`src/rtl/booth_mult_scheduler_if.sv`:
```
// Request/response bundle between the two requesters and the shared Booth multiplier.
// The master side drives operands and result-accepts; the slave side is the multiplier.
interface booth_mult_scheduler_if #(
  parameter int N = 32
);
  logic [1:0]     i_req_valid;
  logic [1:0]     o_req_ready;
  logic [N-1:0]   i_req0_a;
  logic [N-1:0]   i_req0_b;
  logic [N-1:0]   i_req1_a;
  logic [N-1:0]   i_req1_b;
  logic [1:0]     o_rsp_valid;
  logic [1:0]     i_rsp_ready;
  logic [2*N-1:0] o_result;
  logic           o_busy;

  modport master (
    output i_req_valid, i_req0_a, i_req0_b, i_req1_a, i_req1_b, i_rsp_ready,
    input  o_req_ready, o_rsp_valid, o_result, o_busy
  );

  modport slave (
    input  i_req_valid, i_req0_a, i_req0_b, i_req1_a, i_req1_b, i_rsp_ready,
    output o_req_ready, o_rsp_valid, o_result, o_busy
  );
endinterface

```
`src/rtl/booth_mult_scheduler.sv`:
```
// Round-robin front end sharing one iterative radix-2 Booth multiplier between two
// requesters; one operation in flight, one Booth step per cycle.
module booth_mult_scheduler #(
  parameter int N = 32
) (
  input logic                    clk,
  input logic                    i_rst,
  booth_mult_scheduler_if.slave  bus
);

  localparam int CW = $clog2(N);

  typedef enum logic [1:0] {IDLE, RUN, DONE} state_t;

  state_t         state;
  logic           rr_ptr;
  logic           grant_id;
  logic [N-1:0]   a_reg;
  logic [N-1:0]   mplr;
  logic [N:0]     acc;
  logic           q0;
  logic [CW-1:0]  cnt;
  logic [1:0]     rsp_valid;
  logic [2*N-1:0] result;
  logic           busy;

  logic           any_valid;
  logic           grant;
  logic [1:0]     req_ready;
  logic [N-1:0]   sel_a;
  logic [N-1:0]   sel_b;
  logic [N:0]     a_ext;
  logic [N:0]     acc_sum;

  always_comb begin
    any_valid = |bus.i_req_valid;
    grant     = bus.i_req_valid[rr_ptr] ? rr_ptr : ~rr_ptr;
    req_ready = 2'b00;
    if (state == IDLE && any_valid) begin
      req_ready[grant] = 1'b1;
    end
    sel_a = grant ? bus.i_req1_a : bus.i_req0_a;
    sel_b = grant ? bus.i_req1_b : bus.i_req0_b;
  end

  // Accumulator is one bit wider than the operands so subtracting -2^(N-1) cannot overflow.
  always_comb begin
    a_ext = {a_reg[N-1], a_reg};
    case ({mplr[0], q0})
      2'b01:   acc_sum = acc + a_ext;
      2'b10:   acc_sum = acc - a_ext;
      default: acc_sum = acc;
    endcase
  end

  always_ff @(posedge clk) begin
    if (i_rst) begin
      state     <= IDLE;
      rr_ptr    <= 1'b0;
      grant_id  <= 1'b0;
      a_reg     <= '0;
      mplr      <= '0;
      acc       <= '0;
      q0        <= 1'b0;
      cnt       <= '0;
      rsp_valid <= 2'b00;
      result    <= '0;
      busy      <= 1'b0;
    end else begin
      case (state)
        IDLE: begin
          if (any_valid) begin
            a_reg    <= sel_a;
            mplr     <= sel_b;
            acc      <= '0;
            q0       <= 1'b0;
            cnt      <= '0;
            grant_id <= grant;
            rr_ptr   <= ~grant;
            busy     <= 1'b1;
            state    <= RUN;
          end
        end
        RUN: begin
          acc  <= {acc_sum[N], acc_sum[N:1]};
          mplr <= {acc_sum[0], mplr[N-1:1]};
          q0   <= mplr[0];
          cnt  <= cnt + CW'(1);
          if (cnt == CW'(N-1)) begin
            state <= DONE;
          end
        end
        // First DONE cycle publishes the product; it then holds until the granted side accepts.
        DONE: begin
          if (rsp_valid == 2'b00) begin
            result    <= {acc[N-1:0], mplr};
            rsp_valid <= grant_id ? 2'b10 : 2'b01;
          end else if (bus.i_rsp_ready[grant_id]) begin
            result    <= '0;
            rsp_valid <= 2'b00;
            busy      <= 1'b0;
            state     <= IDLE;
          end
        end
        default: state <= IDLE;
      endcase
    end
  end

  assign bus.o_req_ready = req_ready;
  assign bus.o_rsp_valid = rsp_valid;
  assign bus.o_result    = result;
  assign bus.o_busy      = busy;

endmodule
```
`src/flat_wrapper.sv`:
```
// flat-port wrapper written by rule: the top's interface ports become plain ports
module booth_mult_scheduler_flat 
#(
  parameter int N = 32
)
  (clk, i_rst, bus_i_req_valid, bus_i_req0_a, bus_i_req0_b, bus_i_req1_a, bus_i_req1_b, bus_i_rsp_ready, bus_o_req_ready, bus_o_rsp_valid, bus_o_result, bus_o_busy);
  booth_mult_scheduler_if #(.N(N)) bus_i ();
  input logic clk;
  input logic i_rst;
  input wire logic [$bits(bus_i.i_req_valid)-1:0] bus_i_req_valid;
  input wire logic [$bits(bus_i.i_req0_a)-1:0] bus_i_req0_a;
  input wire logic [$bits(bus_i.i_req0_b)-1:0] bus_i_req0_b;
  input wire logic [$bits(bus_i.i_req1_a)-1:0] bus_i_req1_a;
  input wire logic [$bits(bus_i.i_req1_b)-1:0] bus_i_req1_b;
  input wire logic [$bits(bus_i.i_rsp_ready)-1:0] bus_i_rsp_ready;
  output wire logic [$bits(bus_i.o_req_ready)-1:0] bus_o_req_ready;
  output wire logic [$bits(bus_i.o_rsp_valid)-1:0] bus_o_rsp_valid;
  output wire logic [$bits(bus_i.o_result)-1:0] bus_o_result;
  output wire logic [$bits(bus_i.o_busy)-1:0] bus_o_busy;
  assign bus_i.i_req_valid = bus_i_req_valid;
  assign bus_i.i_req0_a = bus_i_req0_a;
  assign bus_i.i_req0_b = bus_i_req0_b;
  assign bus_i.i_req1_a = bus_i_req1_a;
  assign bus_i.i_req1_b = bus_i_req1_b;
  assign bus_i.i_rsp_ready = bus_i_rsp_ready;
  assign bus_o_req_ready = bus_i.o_req_ready;
  assign bus_o_rsp_valid = bus_i.o_rsp_valid;
  assign bus_o_result = bus_i.o_result;
  assign bus_o_busy = bus_i.o_busy;
  booth_mult_scheduler #(.N(N)) u_core (.clk(clk), .i_rst(i_rst), .bus(bus_i));
endmodule
```
`config.mk`:
```
export PLATFORM = sky130hd
export DESIGN_NAME = booth_mult_scheduler_flat
export DESIGN_NICKNAME = d
export VERILOG_FILES = /design/src/rtl/booth_mult_scheduler_if.sv /design/src/rtl/booth_mult_scheduler.sv /design/src/flat_wrapper.sv
export SDC_FILE = /design/constraint.sdc
export NUM_CORES = 1
export LEC_CHECK = 0
export BUFFER_PORTS_ARGS = -buffer_cell sky130_fd_sc_hd__buf_2
export CORE_MARGIN = 10
export CORE_UTILIZATION = 56
export DETAILED_ROUTE_END_ITERATION = 8
export GPL_ROUTABILITY_DRIVEN = 0
export PLACE_DENSITY = 0.9
export SETUP_SLACK_MARGIN = 0.1
export SYNTH_ARGS = -nofsm -noshare
export SYNTH_HDL_FRONTEND = slang
export SYNTH_SLANG_ARGS = --single-unit
```
`constraint.sdc`:
```
create_clock -name clk -period 5.2 [get_ports clk]
set_input_delay 0.52 -clock clk [delete_from_list [all_inputs] [get_ports clk]]
set_output_delay 0.52 -clock clk [all_outputs]
set_load 0.05 [all_outputs]
```
# [After elaboration in Yosys (flattened, before gate mapping)]
# Index checks and enable logic that the tools add are counted.
[word_totals] mem_bits_rw=0 reg_bits=174 mem_count=0 inputBits=134 latch_bits=0 elab_cells=74 output_inout_bits=69 rom_bits=0
[op_classes] n_bitwise=2 muxes=32 shift=0 add_sub_neg=3 n_reduce_logical=13 magnitude_cmp=4 mul=0 n_eq_ne=9 div_mod_pow=0
[ops] operator="one-hot mux 33 bit (2 select lines)" count=2
[ops] operator="two-way mux 64 bit" count=2
[ops] operator="two-way mux 32 bit" count=3
[ops] operator="one-hot mux 32 bit (2 select lines)" count=1
[ops] operator="adder 33 bit" count=1
[ops] operator="two-way mux 33 bit" count=1
[ops] operator="subtractor 33 bit" count=1
[ops] operator="two-way mux 2 bit" count=7
[ops] operator="two-way mux 1 bit" count=10
[ops] operator="one-hot mux 5 bit (2 select lines)" count=1
[ops] operator="AND reduction 4 bit" count=2
[ops] operator="less-than comparator 1 x 2 -> 1 bit, second input constant" count=3
[ops] operator="!= test 2 x 1 -> 1 bit, second input constant" count=3
[ops] operator="one-hot mux 2 bit (3 select lines)" count=1
[ops] operator="AND reduction 2 bit" count=3
[ops] operator="nonzero test 2 bit" count=3
[ops] operator="adder 5 x 1 -> 5 bit, second input constant" count=1
[ops] operator="== test 5 bit, second input constant" count=1
[ops] operator="two-way mux 5 bit" count=1
[ops] operator="== test 2 x 1 -> 1 bit, second input constant" count=2
[ops] operator="== test 2 bit, second input constant" count=2
[ops] operator="logical NOT 2 bit" count=2
[ops] operator="one-hot mux 1 bit (2 select lines)" count=2
[ops] operator="logical AND 1 bit" count=2
[ops] operator="5 further kinds" count=6

# [Depth between registers and ports, before layout]
[logic_depth] ltp_word=8 mapped_depth=17 depth_no_buf=15

# [Worst setup path before layout]
# Ideal clock, no wire load.
[synth_timing] path_kind="flip-flop to flip-flop" start="reg u_core.a_reg[2]" end="reg u_core.acc[23]" stages_incl_launch_ff=16 t_arrival_ps=3534 path_slack_ps=1551 setup_ps=115 path_buffers=2 required_time_ps=5085 synth_period_minus_slack_ps=3649 cell_sequence="dfxtp_1 or4_1 buf_6 nor4_2 and2_1 a21oi_1 xnor2_1 ha_1 clkbuf_1 a21oi_1 o21ai_0 a2111oi_2 nor2_1 a31oi_2 xor2_1 a2111oi_0"
[synth_between] elab_chain_len=3
[synth_rtl] element="start: declaration" line_no="booth_mult_scheduler.sv:18" source="logic [N-1:0] a_reg;"
[synth_rtl] element="start signal: assignment" line_no="booth_mult_scheduler.sv:73" source="a_reg <= sel_a;"
[synth_rtl] element="subtractor 33 bit / adder 33 bit (equally long branches)" line_no="booth_mult_scheduler.sv:51, booth_mult_scheduler.sv:50"
[synth_rtl] element="one-hot mux 33 bit (2 select lines) *" line_no="booth_mult_scheduler.sv:49" source="case ({mplr[0], q0})"
[synth_rtl] element="one-hot mux 33 bit (2 select lines) *" line_no="booth_mult_scheduler.sv:70" source="case (state)"
[synth_rtl] element="end signal: assignment" line_no="booth_mult_scheduler.sv:85" source="acc <= {acc_sum[N], acc_sum[N:1]};"
[synth_rtl] element="end: declaration" line_no="booth_mult_scheduler.sv:20" source="logic [N:0] acc;"
# Every way passes the cells marked *; elsewhere a longest branch is shown, timed or not.
# A chain may end at the register's enable or synchronous reset.

# [Final worst setup path]
[layout_timing] start="reg u_core.a_reg[2]" end="reg u_core.acc[29]"
# Same word-level chain as after synthesis.

==> results by group <==
Run status
  • Outcome: complete, no violations

Die
  • Chip Width: 151 µm
  • Core region area: 0.0167 mm²
  • Initial core utilization: 0.577
  • Vertical extent of the die: 151 µm
  • Number of placement rows: 47
  • Top-Level Pins: 203
  • Area of the die: 0.0229 mm²

Clocking
  • Clock latency at the later pin of the worst-skew pair: 0.44 ns
  • Clock Path Buffers: 2
  • CTS root buffer: clkbuf_16
  • CTS HTree Levels: 4
  • Quantity of hold-fixing buffers added after cts: 0
  • CTS Sinks: 173
  • Count of cells resized by post-cts repair: 0
  • Clock tree from TritonCTS: done
  • # Post-CTS Setup Buffers: 0
  • Number of buffers created by CTS: 17
  • Register clock-pin slew on the reported worst setup and hold paths: 0.08 ns

Worst setup path
  • Worst endpoint data arrival time: 4.41 ns
  • Buffers and inverters on the worst path: 0
  • Dominant delay contributor by cell family on the critical path: simple AND/OR/NAND/NOR gates
  • Setup Crit Path Kind: reg2reg
  • Cell chain of the critical path: or4_1, nor4_2, and2_1, and3_2, and2_4, a21oi_1, xnor2_1, ha_1, a21oi_1, o21ai_0, a211oi_1, o221ai_1, a41oi_1, xor2_1, o22ai_1
  • CP Max Fanout: 9
  • Most used cell, CP: a21oi_1
  • Startpoint class of the critical path: flop
  • Slowest cell on crit path: or4_1
  • Longest individual stage delay on the worst path: 0.69 ns
  • Worst Setup End Kind: flop
  • Setup slack of the worst register-to-register path: 1.06 ns
  • Required time of the critical path: 5.47 ns

STA
  • Summed negative setup slack over all endpoints: 0 ns
  • Setup slack of the critical path after layout: 1.06 ns
  • Final critical-path share of the clock period: 0.796
  • Worst relative slew slack: 0.133
  • Final count of negative-setup-slack endpoints: 0
  • Setup repair after global routing missed its margin: no
  • Actual slew at the worst max-slew pin: 1.29 ns
  • Largest clock skew in the final design: 0.0136 ns
  • Minimum clock period after layout: 4.14 ns
  • Final-report hold violation count: 0
  • Number of pins with negative max-slew slack in the final report: 0
  • Highest clock rate: 242 MHz

Logic synthesis
  • Leading register cell type out of synthesis: dfxtp_1
  • Post-Synthesis Mean Instance Area: 8.20 µm²
  • Fraction of registers with async set/reset: 0
  • Share of the yosys chip area belonging to registers: 0.359
  • Number of synthesized flops with an enable pin: 0
  • Count of mapped cells out of synthesis: 1175
  • Warnings from Yosys: 0
  • Post-synthesis register bit count: 173
  • Synthesized area: 0.00964 mm²
  • Synthesized net count: 1346
  • Count of cell types in the netlist: 70

Routing
  • Via Count: 9520
  • Number of nets still failing antenna checks after routing: 0
  • Total wirelength of the detailed-routed design: 27400 µm
  • Routed vias/inst: 6.15
  • Drt first-iter violations: 994
  • Average wire per cell in the routed design: 17.7 µm
  • DRC violations left: 0
  • First drt pass iteration count: 7

Layout
  • Synthesis-to-layout area growth: 16.9%
  • Share of layout cells above drive strength 1: 0.227
  • Number of flip-flops in the largest register: 64
  • Nets@finish: 1485
  • Most common cell after layout, fill and taps aside: buf_2
  • Number of inserted filler cells in the final layout: 1308
  • Commonest cells after routing, fill and taps aside: 201 x buf_2, 173 x dfxtp_1, 135 x nor2_1
  • Diode count: 0

Place
  • DPL Wire Length: 20000 µm
  • Number of buffers added on ports: 202
  • DP Worst Slack: 1.17 ns

Pwr
  • Pwr/cell area: 311 mW/mm²
  • IR drop worst, VDD: 0.000249 V
  • Standby leakage power: 4.53 nW

Run
  • Maxcap violations: 0

GRT
  • Congestion Overflow GR: 0
  • Pin count of the biggest net entering global routing: 94
  • Global-route wire length before repair: 43400 µm
  • Antenna violations before repair: 0
  • Number of global-route vias before repair: 8860
  • Global-route usage over all layers: 0.229

Worst hold path
  • Worst min-delay path class: in2reg
[stage by stage]
stage	instances	total power [W]	cell area, µm²	utilization	hold WS [ns]
2_1_floorplan	1175	0.00207	9640	-	0.444
3_3_place_gp	1515	0.00223	10700	0.639	0.451
3_5_place_dp	1515	0.00226	10700	0.639	0.455
4_1_cts	1547	0.00350	11300	0.674	0.407
5_1_grt	1547	0.00365	11300	0.674	0.431
6_report	1547	0.00350	11300	0.674	0.406
[final timing paths]
path                      startpoint                 endpoint  cells past startpoint
max                  u_core.a_reg[2]           u_core.acc[29]                     15
min                 bus_i_req1_a[16]         u_core.a_reg[16]                      3
min reg2reg  u_core.bus.o_result[23]  u_core.bus.o_result[23]                      2
max reg2reg          u_core.a_reg[2]           u_core.acc[29]                     15
[Yosys cell counts (5+ instances only)]
master / n / share of area
nand4_1: 13 / 0.0084
o21ai_0: 26 / 0.014
a21o_1: 6 / 0.0047
o22ai_1: 16 / 0.010
a22oi_1: 30 / 0.023
dfxtp_1: 173 / 0.36
xor2_1: 10 / 0.0091
nor2b_1: 6 / 0.0039
o211ai_1: 5 / 0.0039
xnor2_1: 43 / 0.039
inv_1: 21 / 0.0082
ha_1: 36 / 0.047
buf_2: 5 / 0.0026
o21bai_1: 5 / 0.0039
o21a_1: 6 / 0.0047
and2_1: 8 / 0.0052
nand2_1: 99 / 0.039
mux2_2: 32 / 0.037
or3_1: 6 / 0.0039
nor2_1: 135 / 0.053
a222oi_1: 35 / 0.036
a21oi_1: 129 / 0.067
a211oi_1: 36 / 0.028
and3_1: 6 / 0.0039
nand3_1: 76 / 0.039
a31oi_1: 8 / 0.0052
nor4_1: 6 / 0.0039
clkbuf_1: 73 / 0.028
mux2i_1: 36 / 0.037
nor3_1: 17 / 0.0088
buf_1: 13 / 0.0051
[cell type report]
cell class	count	area [µm²]	area share
tap	220	275	0.0244
clock inverter	15	168	0.0149
timing repair buffer	212	1090	0.0966
multi-input combinational	889	5770	0.512
clock buffer	17	425	0.0378
inverter	21	78.8	0.00700
sequential	173	3460	0.307
[kinds of logic after synthesis]
kind of cell	synth area share
xor+xnor	0.0482
buf+inv	0.0454
simple gates	0.193
mux	0.0748
fa+ha+maj	0.0488
compound gates	0.230
flops	0.359
[worst min-delay path, delay by kind of cell]
kind | cells | cell delay (ns)
compound gates | 1 | 0.08
mux | 1 | 0.11
buf+inv | 1 | 0.09
[per-layer routing]
layer | GRT usage | up-vias | wire, µm
met2 | 0.361 | 516 | 12500
met1 | 0.309 | 4341 | 11600
met4 | 0.0621 | 0 | 520
li1 | - | 4609 | -
met3 | 0.0489 | 54 | 2830
met5 | 0 | - | 0
[power breakdown]
| part | internal (W) | total, W | switching, W | leakage (nW) |
|---|---|---|---|---|
| logic | 0.000332 | 0.000791 | 0.000459 | 2.83 |
| registers | 0.00139 | 0.00146 | 0.0000723 | 1.41 |
| clock network | 0.000645 | 0.00125 | 0.000607 | 0.291 |
| total | 0.00236 | 0.00350 | 0.00114 | 4.53 |
Power figures use the tool's default switching activity.
